File: config.mk
export PLATFORM = sky130hd
export DESIGN_NAME = rgb2hsv_seq
export DESIGN_NICKNAME = d
export VERILOG_FILES = /design/src/rtl/rgb2hsv_seq.sv
export SDC_FILE = /design/constraint.sdc
export NUM_CORES = 1
export LEC_CHECK = 0
export ABC_AREA = 1
export CAP_MARGIN = 0
export CORE_MARGIN = 5
export CORE_UTILIZATION = 50
export DETAILED_ROUTE_END_ITERATION = 16
export PLACE_DENSITY_LB_ADDON = 0.1
export SLEW_MARGIN = 20
export SYNTH_ARGS = -nofsm -noshare
export SYNTH_HDL_FRONTEND = slang
export SYNTH_SLANG_ARGS = --single-unit
export TNS_END_PERCENT = 100
File: constraint.sdc
create_clock -name Sys_clk -period 4.3 [get_ports Sys_clk]
set_input_delay 0.86 -clock Sys_clk [delete_from_list [all_inputs] [get_ports Sys_clk]]
set_output_delay 0.86 -clock Sys_clk [all_outputs]
set_load 0.02 [all_outputs]
File: src/rtl/rgb2hsv_seq.sv
// rtl/rgb2hsv_seq.sv - sequential RGB-to-HSV converter with a shared restoring divider; optional HSV_THRESH_EN adds a threshold mask
module rgb2hsv_seq #(
   parameter int CW    = 8,
   parameter int HFRAC = 5,
   parameter int TAGW  = 16
) (
   input  logic             Sys_clk,
   input  logic             resetx,
   input  logic             in_valid,
   output logic             in_ready,
   input  logic [CW-1:0]    in_r,
   input  logic [CW-1:0]    in_g,
   input  logic [CW-1:0]    in_b,
   input  logic [TAGW-1:0]  in_tag,
`ifdef HSV_THRESH_EN
   input  logic [HFRAC+2:0] th_h_lo,
   input  logic [HFRAC+2:0] th_h_hi,
   input  logic [CW-1:0]    th_s_min,
   input  logic [CW-1:0]    th_v_min,
   output logic             out_mask,
`endif
   output logic             out_valid,
   input  logic             out_ready,
   output logic [HFRAC+2:0] out_h,
   output logic [CW-1:0]    out_s,
   output logic [CW-1:0]    out_v,
   output logic [TAGW-1:0]  out_tag
);

   localparam int HW   = HFRAC + 3;
   localparam int MW   = (CW > HFRAC) ? CW : HFRAC;
   localparam int QW   = MW + 1;
   localparam int CNTW = $clog2(MW + 1);
   localparam logic [HW-1:0]   H_WRAP = HW'(6 * (2 ** HFRAC));
   localparam logic [CNTW-1:0] S_LAST = CNTW'(CW);
   localparam logic [CNTW-1:0] H_LAST = CNTW'(HFRAC);

   typedef enum logic [2:0] {IDLE, SORT, DIV_S, DIV_H, DONE} state_t;

   state_t          state;
   logic [CW-1:0]   r_q, g_q, b_q;
   logic [TAGW-1:0] tag_q;
   logic [CW-1:0]   v_q, delta_q, diff_q, s_q;
   logic [2:0]      k_q;
   logic [CW:0]     rem_q;
   logic [CW-1:0]   div_q;
   logic [MW-1:0]   q_q;
   logic [CNTW-1:0] cnt_q;

   // channel indices: 0=R, 1=G, 2=B
   logic [1:0]      max_sel, min_sel, mid_sel;
   logic [CW-1:0]   max_c, min_c, mid_c;
   logic [2:0]      sector;

   logic            ge;
   logic [CW-1:0]   sub;
   logic [CW:0]     rem_step;
   logic [QW-1:0]   q_step;
   logic [CW-1:0]   s_calc;
   logic [HFRAC:0]  qh;
   logic [HW-1:0]   hue_raw, hue;

   assign in_ready = (state == IDLE);

   // rank the channels with the tie priorities and derive the hue sector
   always_comb begin
      if (r_q >= g_q && r_q >= b_q) max_sel = 2'd0;
      else if (g_q >= b_q)          max_sel = 2'd1;
      else                          max_sel = 2'd2;
      if (b_q <= r_q && b_q <= g_q) min_sel = 2'd2;
      else if (r_q <= g_q)          min_sel = 2'd0;
      else                          min_sel = 2'd1;
      mid_sel = 2'd3 - max_sel - min_sel;
      max_c = (max_sel == 2'd0) ? r_q : (max_sel == 2'd1) ? g_q : b_q;
      min_c = (min_sel == 2'd0) ? r_q : (min_sel == 2'd1) ? g_q : b_q;
      mid_c = (mid_sel == 2'd0) ? r_q : (mid_sel == 2'd1) ? g_q : b_q;
      case ({max_sel, min_sel})
         4'b00_10: sector = 3'd0;
         4'b01_10: sector = 3'd1;
         4'b01_00: sector = 3'd2;
         4'b10_00: sector = 3'd3;
         4'b10_01: sector = 3'd4;
         4'b00_01: sector = 3'd5;
         default:  sector = 3'd0;
      endcase
   end

   // one restoring-divider step; numerator low bits are all zero, so only zeros shift in
   always_comb begin
      ge       = (rem_q >= {1'b0, div_q});
      sub      = rem_q[CW-1:0] - div_q;
      rem_step = {(ge ? sub : rem_q[CW-1:0]), 1'b0};
      q_step   = {q_q, ge};
      // a zero divisor means max==0 or delta==0; both results are defined as zero
      if (div_q == '0)         s_calc = '0;
      else if (|q_step[QW-1:CW]) s_calc = '1;
      else                     s_calc = q_step[CW-1:0];
      qh = (div_q == '0) ? '0 : q_step[HFRAC:0];
      if (k_q[0]) hue_raw = {k_q + 3'd1, {HFRAC{1'b0}}} - {2'b00, qh};
      else        hue_raw = {k_q, {HFRAC{1'b0}}} + {2'b00, qh};
      hue = (hue_raw == H_WRAP) ? '0 : hue_raw;
   end

`ifdef HSV_THRESH_EN
   logic [HW-1:0] th_h_lo_q, th_h_hi_q;
   logic [CW-1:0] th_s_q, th_v_q;
   logic          hue_in, mask_calc;

   // hue window may wrap through red when lo > hi
   always_comb begin
      if (th_h_lo_q <= th_h_hi_q) hue_in = (hue >= th_h_lo_q) && (hue <= th_h_hi_q);
      else                        hue_in = (hue >= th_h_lo_q) || (hue <= th_h_hi_q);
      mask_calc = hue_in && (s_q >= th_s_q) && (v_q >= th_v_q);
   end
`endif

   // control FSM, datapath registers and registered outputs
   always_ff @(posedge Sys_clk or negedge resetx) begin
      if (!resetx) begin
         state     <= IDLE;
         r_q       <= '0;
         g_q       <= '0;
         b_q       <= '0;
         tag_q     <= '0;
         v_q       <= '0;
         delta_q   <= '0;
         diff_q    <= '0;
         s_q       <= '0;
         k_q       <= '0;
         rem_q     <= '0;
         div_q     <= '0;
         q_q       <= '0;
         cnt_q     <= '0;
         out_valid <= 1'b0;
         out_h     <= '0;
         out_s     <= '0;
         out_v     <= '0;
         out_tag   <= '0;
`ifdef HSV_THRESH_EN
         th_h_lo_q <= '0;
         th_h_hi_q <= '0;
         th_s_q    <= '0;
         th_v_q    <= '0;
         out_mask  <= 1'b0;
`endif
      end else begin
         case (state)
            IDLE: begin
               if (in_valid) begin
                  r_q   <= in_r;
                  g_q   <= in_g;
                  b_q   <= in_b;
                  tag_q <= in_tag;
`ifdef HSV_THRESH_EN
                  th_h_lo_q <= th_h_lo;
                  th_h_hi_q <= th_h_hi;
                  th_s_q    <= th_s_min;
                  th_v_q    <= th_v_min;
`endif
                  state <= SORT;
               end
            end
            SORT: begin
               v_q     <= max_c;
               delta_q <= max_c - min_c;
               diff_q  <= mid_c - min_c;
               k_q     <= sector;
               rem_q   <= {1'b0, max_c - min_c};
               div_q   <= max_c;
               q_q     <= '0;
               cnt_q   <= '0;
               state   <= DIV_S;
            end
            DIV_S: begin
               if (cnt_q == S_LAST) begin
                  s_q   <= s_calc;
                  rem_q <= {1'b0, diff_q};
                  div_q <= delta_q;
                  q_q   <= '0;
                  cnt_q <= '0;
                  state <= DIV_H;
               end else begin
                  rem_q <= rem_step;
                  q_q   <= q_step[MW-1:0];
                  cnt_q <= cnt_q + CNTW'(1);
               end
            end
            DIV_H: begin
               if (cnt_q == H_LAST) begin
                  out_h     <= hue;
                  out_s     <= s_q;
                  out_v     <= v_q;
                  out_tag   <= tag_q;
`ifdef HSV_THRESH_EN
                  out_mask  <= mask_calc;
`endif
                  out_valid <= 1'b1;
                  state     <= DONE;
               end else begin
                  rem_q <= rem_step;
                  q_q   <= q_step[MW-1:0];
                  cnt_q <= cnt_q + CNTW'(1);
               end
            end
            DONE: begin
               if (out_ready) begin
                  out_valid <= 1'b0;
                  state     <= IDLE;
               end
            end
            default: state <= IDLE;
         endcase
      end
   end

endmodule

==> Yosys cells after proc, flatten, opt, wreduce, memory -nomap -nowiden <==
Cells that the tools add are included.
{ "totals": {"reg_bits": 148, "wordCells": 108, "input_bits": 44, "out_inout_bits": 42} }
{ "classes": {"order_cmp": 7, "mux": 36, "n_eq_ne": 20, "reduce_logical": 17, "add_sub_neg": 9} }
{ "op_table": {"columns": ["op", "n"], "rows": [
  ["2-to-1 mux 8 bit", 14],
  ["one-hot mux 3 bit (5 select lines)", 2],
  ["one-hot mux 9 bit (3 select lines)", 1],
  ["greater-or-equal comparator 8 bit", 3],
  ["<= comparator 8 bit", 3],
  ["one-hot mux 8 bit (3 select lines)", 1],
  ["subtractor 8 bit", 3],
  ["2-to-1 mux 9 bit", 2],
  ["one-hot mux 8 bit (2 select lines)", 1],
  ["== test 4 x 3 -> 1 bit, second input constant", 3],
  ["== test 4 bit, second input constant", 3],
  ["2-to-1 mux 3 bit", 4],
  ["one-hot mux 4 bit (3 select lines)", 1],
  ["!= test 2 bit, second input constant", 5],
  ["AND reduction 2 bit", 5],
  ["greater-or-equal comparator 9 x 8 -> 1 bit", 1],
  ["adder 8 x 6 -> 8 bit", 1],
  ["== test 8 bit, second input constant", 1],
  ["zero test 8 bit", 1],
  ["2-to-1 mux 4 bit", 2],
  ["subtractor 8 x 6 -> 8 bit", 1],
  ["== test 2 x 1 -> 1 bit, second input constant", 3],
  ["== test 3 x 2 -> 1 bit, second input constant", 2],
  ["zero test 2 bit", 3],
  ["17 further kinds", 23]
]} }

==> Logic depth before layout (Yosys ltp) <==
{ "logic_depth": {"depth_word": 9, "ltp_mapped": 33, "mapped_depth_nobuf": 31} }

==> Worst setup path before layout <==
No wires, ideal clock.
{ "synth_path": {"path_type": "register to register", "startpoint": "register g_q[7]", "endpoint": "register diff_q[6]", "t_arrival_ns": 3.702, "path_buffers": 2, "required_ns": 4.217, "setup_time_ns": 0.083, "synth_period_minus_slack_ns": 3.785, "setup_slack_ns": 0.515, "path_stages_with_launch": 27, "cell_sequence": "dfrtp_1 -> inv_1 -> ha_1 -> a21o_1 -> nor2_2 -> nand2_2 -> nand2_4 -> nand2_4 -> buf_6 -> nand2_1 -> inv_1 -> ha_1 -> inv_1 -> nand3_1 -> nand2_2 -> buf_6 -> nand2_2 -> inv_1 -> a21oi_1 -> ha_1 -> fa_1 -> o21ai_0 -> nand2_1 -> nand2_1 -> a21oi_1 -> xor2_1 -> o21ai_0"} }
{ "synth_between": {"elab_chain_len": 9, "word_cells_on_any_way": 21, "classes_between": "3 x add/sub; 4 x order compare; 2 x eq/ne; 8 x mux; 4 x reduce/logical"} }
{ "synth_rtl": {"columns": ["item", "line", "text"], "rows": [
  ["from (decl)", "41", "logic [CW-1:0] r_q, g_q, b_q;"],
  ["from (signal assigned)", "151", "g_q <= in_g;"],
  ["greater-or-equal comparator 8 bit, on equally long branches", "68, 67", null],
  ["2-to-1 mux 2 bit or logical AND 1 bit (tied branches)", "68, 67", null],
  ["2-to-1 mux 2 bit", "67", "if (r_q >= g_q && r_q >= b_q) max_sel = 2'd0;"],
  ["subtractor 2 bit (2 in series)", "73", "mid_sel = 2'd3 - max_sel - min_sel;"],
  ["== test 2 x 1 -> 1 bit", "76", "mid_c = (mid_sel == 2'd0) ? r_q : (mid_sel == 2'd1) ? g_q : b_q;"],
  ["2-to-1 mux 8 bit (2 in series)", "76", null],
  ["subtractor 8 bit *", "166", "diff_q <= mid_c - min_c;"],
  ["to (signal assigned)", "166", null],
  ["to (decl)", "43", "logic [CW-1:0] v_q, delta_q, diff_q, s_q;"]
]} }
Every way passes the cells marked *; elsewhere a longest branch is shown, timed or not.
A chain may end at the register's enable or synchronous reset.

==> Worst setup path after layout <==
{ "layout_path": {"startpoint": "register r_q[6]", "endpoint": "register diff_q[7]"} }
{ "layout_between": {"elab_chain_len": 9, "word_cells_on_any_way": 20, "classes_between": "3 x add/sub; 4 x order compare; 2 x eq/ne; 7 x mux; 4 x reduce/logical"} }
{ "layout_rtl": {"columns": ["item", "line", "text"], "rows": [
  ["from (decl)", "41", null],
  ["from (signal assigned)", "150", "r_q <= in_r;"],
  ["greater-or-equal comparator 8 bit", "67", null],
  ["logical AND 1 bit", "67", null],
  ["2-to-1 mux 2 bit", "67", null],
  ["subtractor 2 bit (2 in series)", "73", null],
  ["== test 2 x 1 -> 1 bit", "76", null],
  ["2-to-1 mux 8 bit (2 in series)", "76", null],
  ["subtractor 8 bit *", "166", null]
]} }
Marked as above.

==> summary.txt <==
Critical path
  – Crit Path Max Fanout: 6
  – Crit path capture type: flop
  – Worst Path Arrival: 4.24 ns
  – Crit Path Class: reg2reg
  – Data required, critical path: 4.62 ns
  – Worst reg2reg setup slack: 0.38 ns
  – Critical path launch point type: flop

Logic synthesis
  – Count leader, synth: nand2_1
  – Synth Instances: 1,011
  – Synth Area per Inst: 8.24 sq um
  – Synth unique cells: 47
  – Post-synth top area cell: dfrtp_1
  – Synth area leaders: dfrtp_1, nand2_1, ha_1, inv_1, a21oi_1
  – Yosys reg bits: 148
  – YS warnings: 0
  – Top cells by count, synth: nand2_1, dfrtp_1, inv_1
  – Mapped Area: 0.00834 sq mm
  – Fraction of registers with async set/reset: 100%
  – Syn Nets: 1,113
  – Seq/Total Area, Yosys: 44.4%
  – Most common flop cell mapped by yosys: dfrtp_1
  – Post-synth EDFFs: 0
  – Top cell type's share of synthesized area: 44.4%

Placement
  – Port bufs: 85
  – Final GP Congestion: 1.02
  – Final HPWL DP: 14,600 um

Drt
  – Vias: 6,959
  – Vias per inst: 5.24
  – Met1 WL: 9260 um
  – DR WL met2: 9240 um
  – DRT antenna net count: 0
  – DR iter-0 viols: 411
  – 1st-pass router iterations: 5
  – Uppermost routed layer: met4
  – Routed WL per cell: 14.9 um
  – DR WL met3: 814 um
  – Drt drc: 0
  – Drt total wl: 19,700 um

Clocking
  – Worst-path clk slew: 0.06 ns
  – Clock Path Buffers: 2
  – H-tree Lvls: 4
  – CTS Buf Count: 17
  – # clock sinks: 148
  – Root Driver: clkbuf_16
  – Clk Latency, worst-skew pair: 0.43 ns
  – TritonCTS clock tree: done

Floorplan
  – Die area: 0.0194 sq mm
  – Die width: 139 um
  – Core region area: 0.0165 sq mm
  – Starting Density: 50.6%
  – Cell Rows: 47
  – Boundary pin count: 86
  – Die Y: 139 um

Timing
  – Setup TNS Final: 0 ns
  – Hold Fails Final Rpt: 0
  – Post-layout min period: 3.92 ns
  – Final setup viols: 0
  – RSZ-0062 raised after global routing: false
  – Worst slew pin tran: 0.877 ns
  – Worst slew margin: 41.5%
  – Final slew viol count: 0
  – Highest Clock Rate: 255 MHz
  – Worst Skew: 0.0111 ns
  – Fin crit share: 91.2%

Layout
  – Final net count: 1,197
  – Final antenna diode count: 0
  – Registers with the most flip-flops: out_tag (16), tag_q (16), rem_q (9)
  – Layout cells sized above 1: 10.0%
  – Synth-to-Final Area Change: 20.0%

Global route
  – Vias in the first global route: 6,744
  – GRT Overall Usage: 20.9%
  – Largest net degree at the start of global routing: 108
  – GR Overflow Total: 0
  – Initial antenna violation count: 0
  – First-pass GRT wire length: 33,500 um

Hold path
  – Min-delay worst type: reg2reg

Run
  – Total of max-cap violations: 0

Outcome
  – Status: finished, final reports clean
-- per-layer routing --
layer  vias to the layer above  GRT usage, %
li1                       3496             -
met1                      3257          28.0
met2                       170          34.7
met3                        36          3.66
met4                         0          6.85
met5                         -             0
-- layout by cell type (no fill, tap or decap), types with 3 or more instances in the layout --
cell and count:
nand2_1 207, dfrtp_1 148, inv_1 126, nor2_1 86, clkdlybuf4s50_1 84, a21oi_1 72
o21ai_0 56, ha_1 55, nand3_1 38, o22ai_1 33, o21ai_1 27, inv_2 17
clkbuf_16 17, nand2_2 12, xor2_1 12, buf_4 12, o221ai_1 11, nor2_2 6
mux2_2 6, nand3_2 5, a31oi_1 5, xnor2_1 5, o211ai_1 5, nand2_4 4
nand4_1 4, nand3b_1 4, nor2_4 4, clkinv_2 4, nand4_2 3, o31ai_1 3
a21o_1 3, fa_1 3, clkinv_4 3, inv_6 3
-- repair_timing --
item | in CTS | in global routing
hold endpoints to repair | 0 | 0
hold buffers | 0 | 0
gates resized for setup | 0 | 6
setup buffers | 0 | 4
endpoints found under the setup margin | 0 | 4
-- worst max-delay path, cell delays in order, from the launching register on --
cell and delay (ns):
dfrtp_1 0.41, inv_1 0.13, ha_1 0.29, nand2_1 0.08, nor2_2 0.17, nand4_2 0.12, nand2_2 0.17, nand2_2 0.08
nand2_2 0.13, inv_2 0.08, ha_1 0.23, inv_1 0.07, nand3_1 0.14, nand2_4 0.14, buf_4 0.15, o22ai_1 0.08
a21oi_1 0.15, ha_1 0.30, a21oi_1 0.17, nand2_1 0.12, a31o_2 0.23, inv_1 0.05, nand2_1 0.04, nand2_1 0.08
nand4_1 0.09, nand3_1 0.08, nand2_1 0.04
-- cells by family (layout without fill, tap and decap cells) --
group           count (synthesis)  count (layout)  synth area share [%]
simple gates                  382             382                  20.4
compound gates                223             223                  15.2
buf+inv                       177             274                  8.44
flops                         148             148                  44.4
fa+ha+maj                      58              58                  8.98
xor+xnor                       17              17                  1.79
mux                             6               6                 0.811
-- metrics by stage --
step	cells	instance area (sq um)	setup slack [ns]	utilization [%]	hold WS (ns)
CTS	1324	9950	0.213	60.5	0.467
detailed placement	1292	9390	0.236	57.0	0.456
floorplan	1011	8340	0.515	-	0.444
global placement	1292	9390	0.287	57.0	0.451
finish	1328	10000	0.380	60.7	0.468
global route	1328	10000	0.0153	60.7	0.502
-- area by class of cell --
cell class,count,area [sq um]
clock buffer,19,443
clock inverter,13,124
fill,1484,6460
inverter,144,542
multi-input combinational,686,3950
sequential,148,3700
tap,220,275
timing repair buffer,98,965
-- worst paths after layout --
path                                    startpoint                       to  depth (start not counted)
setup / recovery                r_q[6]$_DFFE_PN0P_    diff_q[7]$_DFFE_PN0P_                         26
hold / removal             out_tag[14]$_DFFE_PN0P_  out_tag[14]$_DFFE_PN0P_                          2
setup reg to reg                r_q[6]$_DFFE_PN0P_    diff_q[7]$_DFFE_PN0P_                         26
hold reg to reg            out_tag[14]$_DFFE_PN0P_  out_tag[14]$_DFFE_PN0P_                          2
max in group asynchronous                   resetx       v_q[0]$_DFFE_PN0P_                          2
min in group asynchronous                   resetx     rem_q[1]$_DFFE_PN0P_                          1
Power is left out: the tool's default activity adds up to more than one toggle a clock period on the data nets, which glitch-free logic cannot reach.
